$ cat config.mk
export PLATFORM = sky130hd
export DESIGN_NAME = uart_tx_arbiter_flat
export DESIGN_NICKNAME = d
export VERILOG_FILES = /design/src/rtl/uart_tx_arbiter_if.sv /design/src/rtl/uart_tx_arbiter.sv /design/src/flat_wrapper.sv
export SDC_FILE = /design/constraint.sdc
export NUM_CORES = 1
export LEC_CHECK = 0
export ABC_AREA = 0
export BUFFER_PORTS_ARGS = -buffer_cell sky130_fd_sc_hd__buf_2
export CORE_AREA = 2 2 57 59
export DETAILED_ROUTE_END_ITERATION = 10
export DIE_AREA = 0 0 59 61
export PLACE_DENSITY = 0.77
export SETUP_SLACK_MARGIN = 0.2
export SLEW_MARGIN = 20
export SYNTH_ARGS = -nofsm -noshare
export SYNTH_HDL_FRONTEND = slang
export SYNTH_SLANG_ARGS = --single-unit
$ cat constraint.sdc
create_clock -name clk -period 2.8 [get_ports clk]
set_clock_uncertainty 0.2 [all_clocks]
set_input_delay 0.42 -clock clk [delete_from_list [all_inputs] [get_ports clk]]
set_output_delay 0.42 -clock clk [all_outputs]
set_load 0.02 [all_outputs]
$ cat src/rtl/uart_tx_arbiter_if.sv
// Handshake bundle between the byte producers, the round-robin arbiter and the UART transmitter.
// The master modport is the arbiter's view; slave is the surrounding environment.
interface uart_tx_arbiter_if #(
  parameter int NUM_REQ = 4,
  parameter int ID_W    = 2,
  parameter int DATA_W  = 8
);
  logic [NUM_REQ-1:0]        req;
  logic [NUM_REQ*DATA_W-1:0] data_in;
  logic [NUM_REQ-1:0]        ack;
  logic [DATA_W-1:0]         tx_data;
  logic                      tx_start;
  logic                      tx_busy;
  logic [ID_W-1:0]           grant_id;
  logic                      active;
  logic                      timeout_err;

  modport master (
    input  req, data_in, tx_busy,
    output ack, tx_data, tx_start, grant_id, active, timeout_err
  );

  modport slave (
    output req, data_in, tx_busy,
    input  ack, tx_data, tx_start, grant_id, active, timeout_err
  );
endinterface

$ cat src/rtl/uart_tx_arbiter.sv
// Round-robin arbiter sharing one UART transmitter among NUM_REQ byte producers,
// with a watchdog that abandons a grant if the transmitter never raises busy.
module uart_tx_arbiter #(
  parameter int NUM_REQ = 4,
  parameter int ID_W    = 2,
  parameter int DATA_W  = 8,
  parameter int TIMEOUT = 16
) (
  input  logic              clk,
  input  logic              reset,
  uart_tx_arbiter_if.master bus
);

  localparam int CNT_W = (TIMEOUT > 2) ? $clog2(TIMEOUT) : 1;

  typedef enum logic [1:0] {
    IDLE      = 2'd0,
    ISSUE     = 2'd1,
    WAIT_BUSY = 2'd2,
    WAIT_DONE = 2'd3
  } state_t;

  state_t              state, state_d;
  logic [ID_W-1:0]     ptr, ptr_d;
  logic [CNT_W-1:0]    cnt, cnt_d;
  logic [DATA_W-1:0]   tx_data_q, tx_data_d;
  logic [ID_W-1:0]     gid_q, gid_d;
  logic [NUM_REQ-1:0]  ack_q, ack_d;
  logic                start_q, start_d;
  logic                active_q, active_d;
  logic                err_q, err_d;

  logic                sel_found;
  logic [ID_W-1:0]     sel_idx;
  logic [DATA_W-1:0]   sel_data;

  // Scan from the pointer to the top first, then wrap to the bottom.
  always_comb begin
    sel_found = 1'b0;
    sel_idx   = '0;
    for (int i = 0; i < NUM_REQ; i++) begin
      if (!sel_found && bus.req[i] && (ID_W'(i) >= ptr)) begin
        sel_found = 1'b1;
        sel_idx   = ID_W'(i);
      end
    end
    for (int i = 0; i < NUM_REQ; i++) begin
      if (!sel_found && bus.req[i]) begin
        sel_found = 1'b1;
        sel_idx   = ID_W'(i);
      end
    end
  end

  always_comb begin
    sel_data = '0;
    for (int i = 0; i < NUM_REQ; i++) begin
      if (sel_idx == ID_W'(i)) sel_data = bus.data_in[i*DATA_W +: DATA_W];
    end
  end

  always_comb begin
    // NOTE: every variable gets a default before the case so no path leaves it unassigned (no latches).
    state_d   = state;
    ptr_d     = ptr;
    cnt_d     = cnt;
    tx_data_d = tx_data_q;
    gid_d     = gid_q;
    ack_d     = '0;
    start_d   = 1'b0;
    err_d     = 1'b0;

    case (state)
      IDLE: begin
        if (sel_found && !bus.tx_busy) begin
          gid_d          = sel_idx;
          tx_data_d      = sel_data;
          ack_d[sel_idx] = 1'b1;
          start_d        = 1'b1;
          state_d        = ISSUE;
        end
      end
      ISSUE: begin
        ptr_d   = (gid_q == ID_W'(NUM_REQ-1)) ? '0 : gid_q + 1'b1;
        cnt_d   = '0;
        state_d = WAIT_BUSY;
      end
      WAIT_BUSY: begin
        // Busy arriving on the same edge the counter would reach TIMEOUT-1 wins over the abort.
        if (bus.tx_busy) begin
          state_d = WAIT_DONE;
        end else if (cnt == CNT_W'(TIMEOUT-2)) begin
          err_d   = 1'b1;
          state_d = IDLE;
        end else begin
          cnt_d = cnt + 1'b1;
        end
      end
      WAIT_DONE: begin
        if (!bus.tx_busy) state_d = IDLE;
      end
      default: state_d = IDLE;
    endcase

    active_d = (state_d != IDLE);
  end

  // NOTE: sequential state uses non-blocking assignments so all registers update from pre-edge values.
  always_ff @(posedge clk or posedge reset) begin
    if (reset) begin
      state     <= IDLE;
      ptr       <= '0;
      cnt       <= '0;
      tx_data_q <= '0;
      gid_q     <= '0;
      ack_q     <= '0;
      start_q   <= 1'b0;
      active_q  <= 1'b0;
      err_q     <= 1'b0;
    end else begin
      state     <= state_d;
      ptr       <= ptr_d;
      cnt       <= cnt_d;
      tx_data_q <= tx_data_d;
      gid_q     <= gid_d;
      ack_q     <= ack_d;
      start_q   <= start_d;
      active_q  <= active_d;
      err_q     <= err_d;
    end
  end

  assign bus.ack         = ack_q;
  assign bus.tx_data     = tx_data_q;
  assign bus.tx_start    = start_q;
  assign bus.grant_id    = gid_q;
  assign bus.active      = active_q;
  assign bus.timeout_err = err_q;

endmodule

$ cat src/flat_wrapper.sv
// flat-port wrapper written by rule: the top's interface ports become plain ports
module uart_tx_arbiter_flat 
#(
  parameter int NUM_REQ = 4,
  parameter int ID_W    = 2,
  parameter int DATA_W  = 8,
  parameter int TIMEOUT = 16
)
  (clk, reset, bus_req, bus_data_in, bus_tx_busy, bus_ack, bus_tx_data, bus_tx_start, bus_grant_id, bus_active, bus_timeout_err);
  uart_tx_arbiter_if #(.NUM_REQ(NUM_REQ), .ID_W(ID_W), .DATA_W(DATA_W)) bus_i ();
  input  logic clk;
  input  logic reset;
  input wire logic [$bits(bus_i.req)-1:0] bus_req;
  input wire logic [$bits(bus_i.data_in)-1:0] bus_data_in;
  input wire logic [$bits(bus_i.tx_busy)-1:0] bus_tx_busy;
  output wire logic [$bits(bus_i.ack)-1:0] bus_ack;
  output wire logic [$bits(bus_i.tx_data)-1:0] bus_tx_data;
  output wire logic [$bits(bus_i.tx_start)-1:0] bus_tx_start;
  output wire logic [$bits(bus_i.grant_id)-1:0] bus_grant_id;
  output wire logic [$bits(bus_i.active)-1:0] bus_active;
  output wire logic [$bits(bus_i.timeout_err)-1:0] bus_timeout_err;
  assign bus_i.req = bus_req;
  assign bus_i.data_in = bus_data_in;
  assign bus_i.tx_busy = bus_tx_busy;
  assign bus_ack = bus_i.ack;
  assign bus_tx_data = bus_i.tx_data;
  assign bus_tx_start = bus_i.tx_start;
  assign bus_grant_id = bus_i.grant_id;
  assign bus_active = bus_i.active;
  assign bus_timeout_err = bus_i.timeout_err;
  uart_tx_arbiter #(.NUM_REQ(NUM_REQ), .ID_W(ID_W), .DATA_W(DATA_W), .TIMEOUT(TIMEOUT)) u_core (.clk(clk), .reset(reset), .bus(bus_i));
endmodule
[Word level (Yosys, flattened, before mapping)]
Cells that the tools add are included.
Cells by class
  muxes and demuxes: 37
  $lt $le $gt $ge: 6
  reductions and logical operators: 27
  $add $sub $neg: 2
  eq/ne operators: 10
Operators by type and width (number)
  2-to-1 mux 8 bit: 4
  2-to-1 mux 2 bit: 11
  2-to-1 mux 4 bit: 4
  2-to-1 mux 1 bit: 15
  logical AND 1 bit: 13
  == test 2 bit (second input constant): 5
  logical NOT 1 bit: 8
  one-hot mux 2 bit (4 select lines): 1
  one-hot mux 4 bit (2 select lines): 1
  adder 4 x 1 -> 4 bit (second input constant): 1
  == test 2 x 1 -> 1 bit (second input constant): 2
  == test 4 bit (second input constant): 1
  >= comparator 1 x 2 -> 1 bit (first input constant): 2
  >= comparator 2 bit (first input constant): 2
  logical NOT 2 bit: 2
  inequality test 2 bit (second input constant): 2
  nonzero test 2 bit: 2
  less-than comparator 2 x 3 -> 1 bit (second input constant): 1
  AND reduction 3 bit: 1
  adder 2 x 1 -> 2 bit (second input constant): 1
  demux 1 bit (select 2 bit): 1
  >= comparator 2 x 1 -> 1 bit (second input constant): 1
  AND reduction 2 bit: 1
Storage, ports and cells
  output and inout bits: 17
  bits in registers: 25
  logic and storage cells: 91
  input port bits: 39

[Logic depth before layout (Yosys ltp)]
  word-level depth: 33
  mapped depth: 7
  mapped depth without buffers: 6

[Worst setup path before layout]
OpenSTA, ideal clock, no wires.
  kind: register to register
  from: reg u_core.ptr[1]
  to: reg u_core.tx_data_q[0], in the netlist u_core.bus.tx_data[0]
  arrival: 1.799 ns
  setup time: 0.126 ns
  cell stages (with the launch flop): 7
  required time: 2.474 ns
  setup slack: 0.675 ns
  cell sequence: dfrtp_1 > buf_4 > mux2i_1 > o22ai_4 > nor2_4 > mux2_2 > a221o_1
Between the ends
  word-level cells in the longest chain between the ends: 32
  elaborated cells on any way between the ends: 47
RTL lines
  start: declaration: line uart_tx_arbiter.sv:24  | logic [ID_W-1:0] ptr, ptr_d;
  start signal: assignment: line uart_tx_arbiter.sv:122  | ptr <= ptr_d;
  >= comparator 1 x 2 -> 1 bit: line uart_tx_arbiter.sv:42  | if (!sel_found && bus.req[i] && (ID_W'(i) >= ptr)) begin
  logical AND 1 bit: line uart_tx_arbiter.sv:42
  2-to-1 mux 1 bit: line uart_tx_arbiter.sv:42
  logical NOT 1 bit: line uart_tx_arbiter.sv:42
  logical AND 1 bit (2 in series): line uart_tx_arbiter.sv:42
  2-to-1 mux 1 bit: line uart_tx_arbiter.sv:42
  logical NOT 1 bit: line uart_tx_arbiter.sv:42
  logical AND 1 bit (2 in series): line uart_tx_arbiter.sv:42
  [... 11 more ...]
  logical NOT 1 bit: line uart_tx_arbiter.sv:48  | if (!sel_found && bus.req[i]) begin
  logical AND 1 bit: line uart_tx_arbiter.sv:48
  2-to-1 mux 1 bit: line uart_tx_arbiter.sv:48
  logical NOT 1 bit: line uart_tx_arbiter.sv:48
  logical AND 1 bit: line uart_tx_arbiter.sv:48
  2-to-1 mux 2 bit: line uart_tx_arbiter.sv:48
  logical NOT 2 bit: line uart_tx_arbiter.sv:58  | if (sel_idx == ID_W'(i)) sel_data = bus.data_in[i*DATA_W +: DATA_W];
  2-to-1 mux 8 bit (4 in series): line uart_tx_arbiter.sv:58
  end signal: assignment: line uart_tx_arbiter.sv:124  | tx_data_q <= tx_data_d;
  end: declaration: line uart_tx_arbiter.sv:26  | logic [DATA_W-1:0] tx_data_q, tx_data_d;
Several ways; a longest one is shown, not always the timed one.
A chain may end at the register's enable or synchronous reset.

[Worst setup path in the final report]
Same ends and word-level chain as after synthesis.

==> results.md <==
* Status: finished, final reports clean
* Logic pwr share at 0.481
* Avg WL per Cell at ~15 µm
* Synth Area in XOR/XNOR at 0.01283
* Worst VDD drop at approximately 350 µV
* Fmax at 0.4228 GHz
* Antenna viol nets, final at 0
* DRT iter0 DRCs at 63
* Syn_area_per_cell at roughly 11 µm²
* Setup WS pre-CTS at 447.2 ps
* Syn nets at 169
* Rel. slew slack at 0.3820
* Clock-pin slew on the worst setup and hold paths at approximately 140 ps
* Post-Place Cells at roughly 210
* H-tree Lvls at 1
* Type of the most critical hold path: input port to asynchronous set/reset pin
* Synth Area in Simple Gates at 0.1613
* # rows at 20
* Vias in the first global route at about 1,200
* Chip width at ~59 µm
* Placer Congestion at around 0.82
* DPL Wire Length at approximately 2.5 mm
* Clk network pwr share at 0.111
* Die area at roughly 3600 µm²
* Kind of critical path: flop to flop
* Gr usage total at 0.1943
* Number of remaining DRC errors at 0
* Area Growth Syn to Fin at 24.38%
* CORE AREA at approximately 3000 µm²
* P_int at 0.8537 mW
* Fin crit share at 0.8448
* Maximum clock insertion buffer count at 2
* CTS sink cnt at 25
* Largest family of logic cells by synthesized area: compound AO/OA/AOI/OAI gates
* Die Ht at roughly 61 µm
* Compound-Gate Fraction of Synth Area at 0.2145
* CP endpoint kind: flop
* First-pass detailed-route iteration total at 4
* Share of layout cells above drive strength 1 at 0.4098
* Hold Buf Count CTS at 0
* Most frequent cells in the layout: 55 x buf_2, 25 x dfrtp_1, 14 x nand3_1
* WP data arrival at between 2000 and 2500 ps
* Maximum number of pins on one net before global-route repair at 26
* Synth Warn # at 0
* Antenna violations before repair at 0
* Max-cap violation count at 0
* CP max stage cell: dfrtp_1
* Number of port buffers at 55
* Crit path cell chain: mux2i_1, o22ai_4, nor2_4, mux2_2, a221o_1
* Unrepaired setup endpoints after global routing: false
* Distinct cells, synth at 36
* Post-Syn Area at between 1000 and 1500 µm²
* Max Slew Vio Count at 0
* Switching part of the total at 0.4249
* Postcts setup bufs at 0
* P_leak at around 0.86 nW
* Final critical-path required period at 2365 ps
* First-pass GRT wire length at ~5.2 mm
* Post-synthesis mux area share at 0.1008
* Overflow after GRT at 0
* Critical Path RT at around 2800 ps
* Tightest Pin Transition at 925.9 ps
* Vias per Instance at 5.778
* Adder-Cell Fraction of Synth Area at 0.02750
* Diode count at 0
* Post-synthesis sequential area ratio at 0.4583
* Worst-path maximum fanout at 10
* Post-CTS sizing at 0
* Final setup TNS at 0 ps
* Worst setup SP type: flop
* Commonest non-fill, non-tap cell in the layout: buf_2
* Power Density at between 800 and 900 nW/µm²
* Total Nets Final at 226
* WL final at 3.226 mm
* Filler cell count at 264
* CTS Buf Count at 3
* Cell count after synthesis at about 130
* Final hold viol count at 0
* Vias after detailed routing at around 1,200
* CTS tree: built
* # setup viols final at 0
* P_sw at roughly 0.63 mW
* Crit-path max cell delay at 530 ps
* Seq cells post-synth at 25
* Setup WS post-layout at ~430 ps
* Root Buffer: clkbuf_4
* Initial Util at 0.4623
* Clock Latency Late Sink at between 300 and 400 ps
* Flop pwr share at 0.408
* Top Ports at between 50 and 60
* Finished Layout Cells at 216
## worst max-delay path: cells and delay by family, from the launching register on
kind,cells,cell delay [ps]
mux,2,760
flops,1,530
compound gates,2,460
simple gates,1,330
## logic make-up after synthesis
group / after synthesis
adder cells (fa/ha/maj): 3
buffers and inverters: 8
flip-flops: 25
AO/OA/AOI/OAI: 39
AND/OR/NAND/NOR: 40
XOR/XNOR: 2
multiplexers: 10
## synthesized netlist by cell type
library cell / n / share of area
a21boi_2: 1 / 0.0082
a21o_1: 1 / 0.0055
a21oi_1: 9 / 0.033
a221o_1: 8 / 0.059
a311oi_1: 1 / 0.0064
a31oi_1: 1 / 0.0046
and2_1: 1 / 0.0046
and3_1: 2 / 0.0092
buf_4: 1 / 0.0055
clkbuf_1: 3 / 0.0082
dfrtp_1: 25 / 0.46
ha_1: 3 / 0.028
inv_1: 3 / 0.0082
inv_2: 1 / 0.0027
mux2_2: 2 / 0.016
mux2_4: 7 / 0.077
mux2i_1: 1 / 0.0073
nand2_1: 8 / 0.022
nand2b_1: 2 / 0.0092
nand3_1: 14 / 0.051
nand3b_1: 1 / 0.0055
nand4_1: 2 / 0.0092
nor2_1: 3 / 0.0082
nor2_4: 1 / 0.0082
nor2b_1: 1 / 0.0046
nor3_1: 3 / 0.011
nor3b_4: 1 / 0.014
o21ai_0: 12 / 0.044
o21ai_1: 2 / 0.0073
o22a_1: 1 / 0.0064
o22ai_4: 1 / 0.015
o31ai_1: 1 / 0.0055
o41ai_4: 1 / 0.020
or2_1: 1 / 0.0046
xnor2_1: 1 / 0.0064
xor2_1: 1 / 0.0064
## area by class of cell
cell class	instances	area, µm²	area share
Timing Repair Buffer	56	282.8	0.1665
Tap cell	33	41.29	0.02432
Multi-Input combinational cell	94	705.7	0.4156
Clock buffer	3	22.52	0.01326
Inverter	4	15.01	0.008843
Clock inverter	1	5.005	0.002948
Sequential cell	25	625.6	0.3685
## worst paths after layout
| check | start | to | slack, ps | cells past startpoint |
|---|---|---|---|---|
| worst min-delay path | reset | u_core.cnt[1]$_DFFE_PP0P_ | 70 | 2 |
| worst min register to register | u_core.bus.grant_id[1]$_DFFE_PP0P_ | u_core.bus.grant_id[1]$_DFFE_PP0P_ | 340 | 1 |
| worst max register to register | u_core.ptr[1]$_DFFE_PP0P_ | u_core.bus.tx_data[0]$_DFFE_PP0P_ | 430 | 5 |
| min in group clk | bus_tx_busy | u_core.state[0]$_DFF_PP0_ | 160 | 3 |
| max in group asynchronous | reset | u_core.bus.ack[1]$_DFF_PP0_ | 1760 | 2 |
| worst max-delay path | u_core.ptr[1]$_DFFE_PP0P_ | u_core.bus.tx_data[0]$_DFFE_PP0P_ | 430 | 5 |
## stage by stage
stage / power (mW) / util / area [µm²] / hold slack [ps]
global placement: 1.293 / 0.5657 / 1670 / 292.3
CTS: 1.484 / 0.5750 / 1698 / 117.9
global route: 1.598 / 0.5750 / 1698 / 139.8
floorplan: 1.117 / - / 1365 / 247.3
finish: 1.484 / 0.5750 / 1698 / 74.46
detailed placement: 1.324 / 0.5657 / 1670 / 304.6
## registers in the layout, summed over array words and instances (netlist names)
signal and flops:
u_core.bus.tx_data 8, u_core.ptr 2, u_core.state 2, u_core.bus.timeout_err 1, u_core.cnt 4, u_core.bus.grant_id 2, u_core.bus.active 1, u_core.bus.ack 4
u_core.bus.tx_start 1
## routing by layer
layer | part of all wire | track usage | vias up
li1 | - | - | 590
met3 | 0.055 | 0.04904 | 9
met5 | 0 | 0 | -
met4 | 0.016 | 0.08117 | 0
met1 | 0.41 | 0.2426 | 606
met2 | 0.51 | 0.3222 | 43
## power groups by stage
stage / combinational, mW / clock, mW / sequential (mW)
after floorplan: 0.438 / 0 / 0.679
after global placement: 0.693 / 0 / 0.599
after detailed placement: 0.716 / 0 / 0.609
after CTS: 0.717 / 0.165 / 0.602
after global routing: 0.784 / 0.192 / 0.623
final: 0.714 / 0.165 / 0.606
No activity file was read; power rests on OpenSTA's default activity.
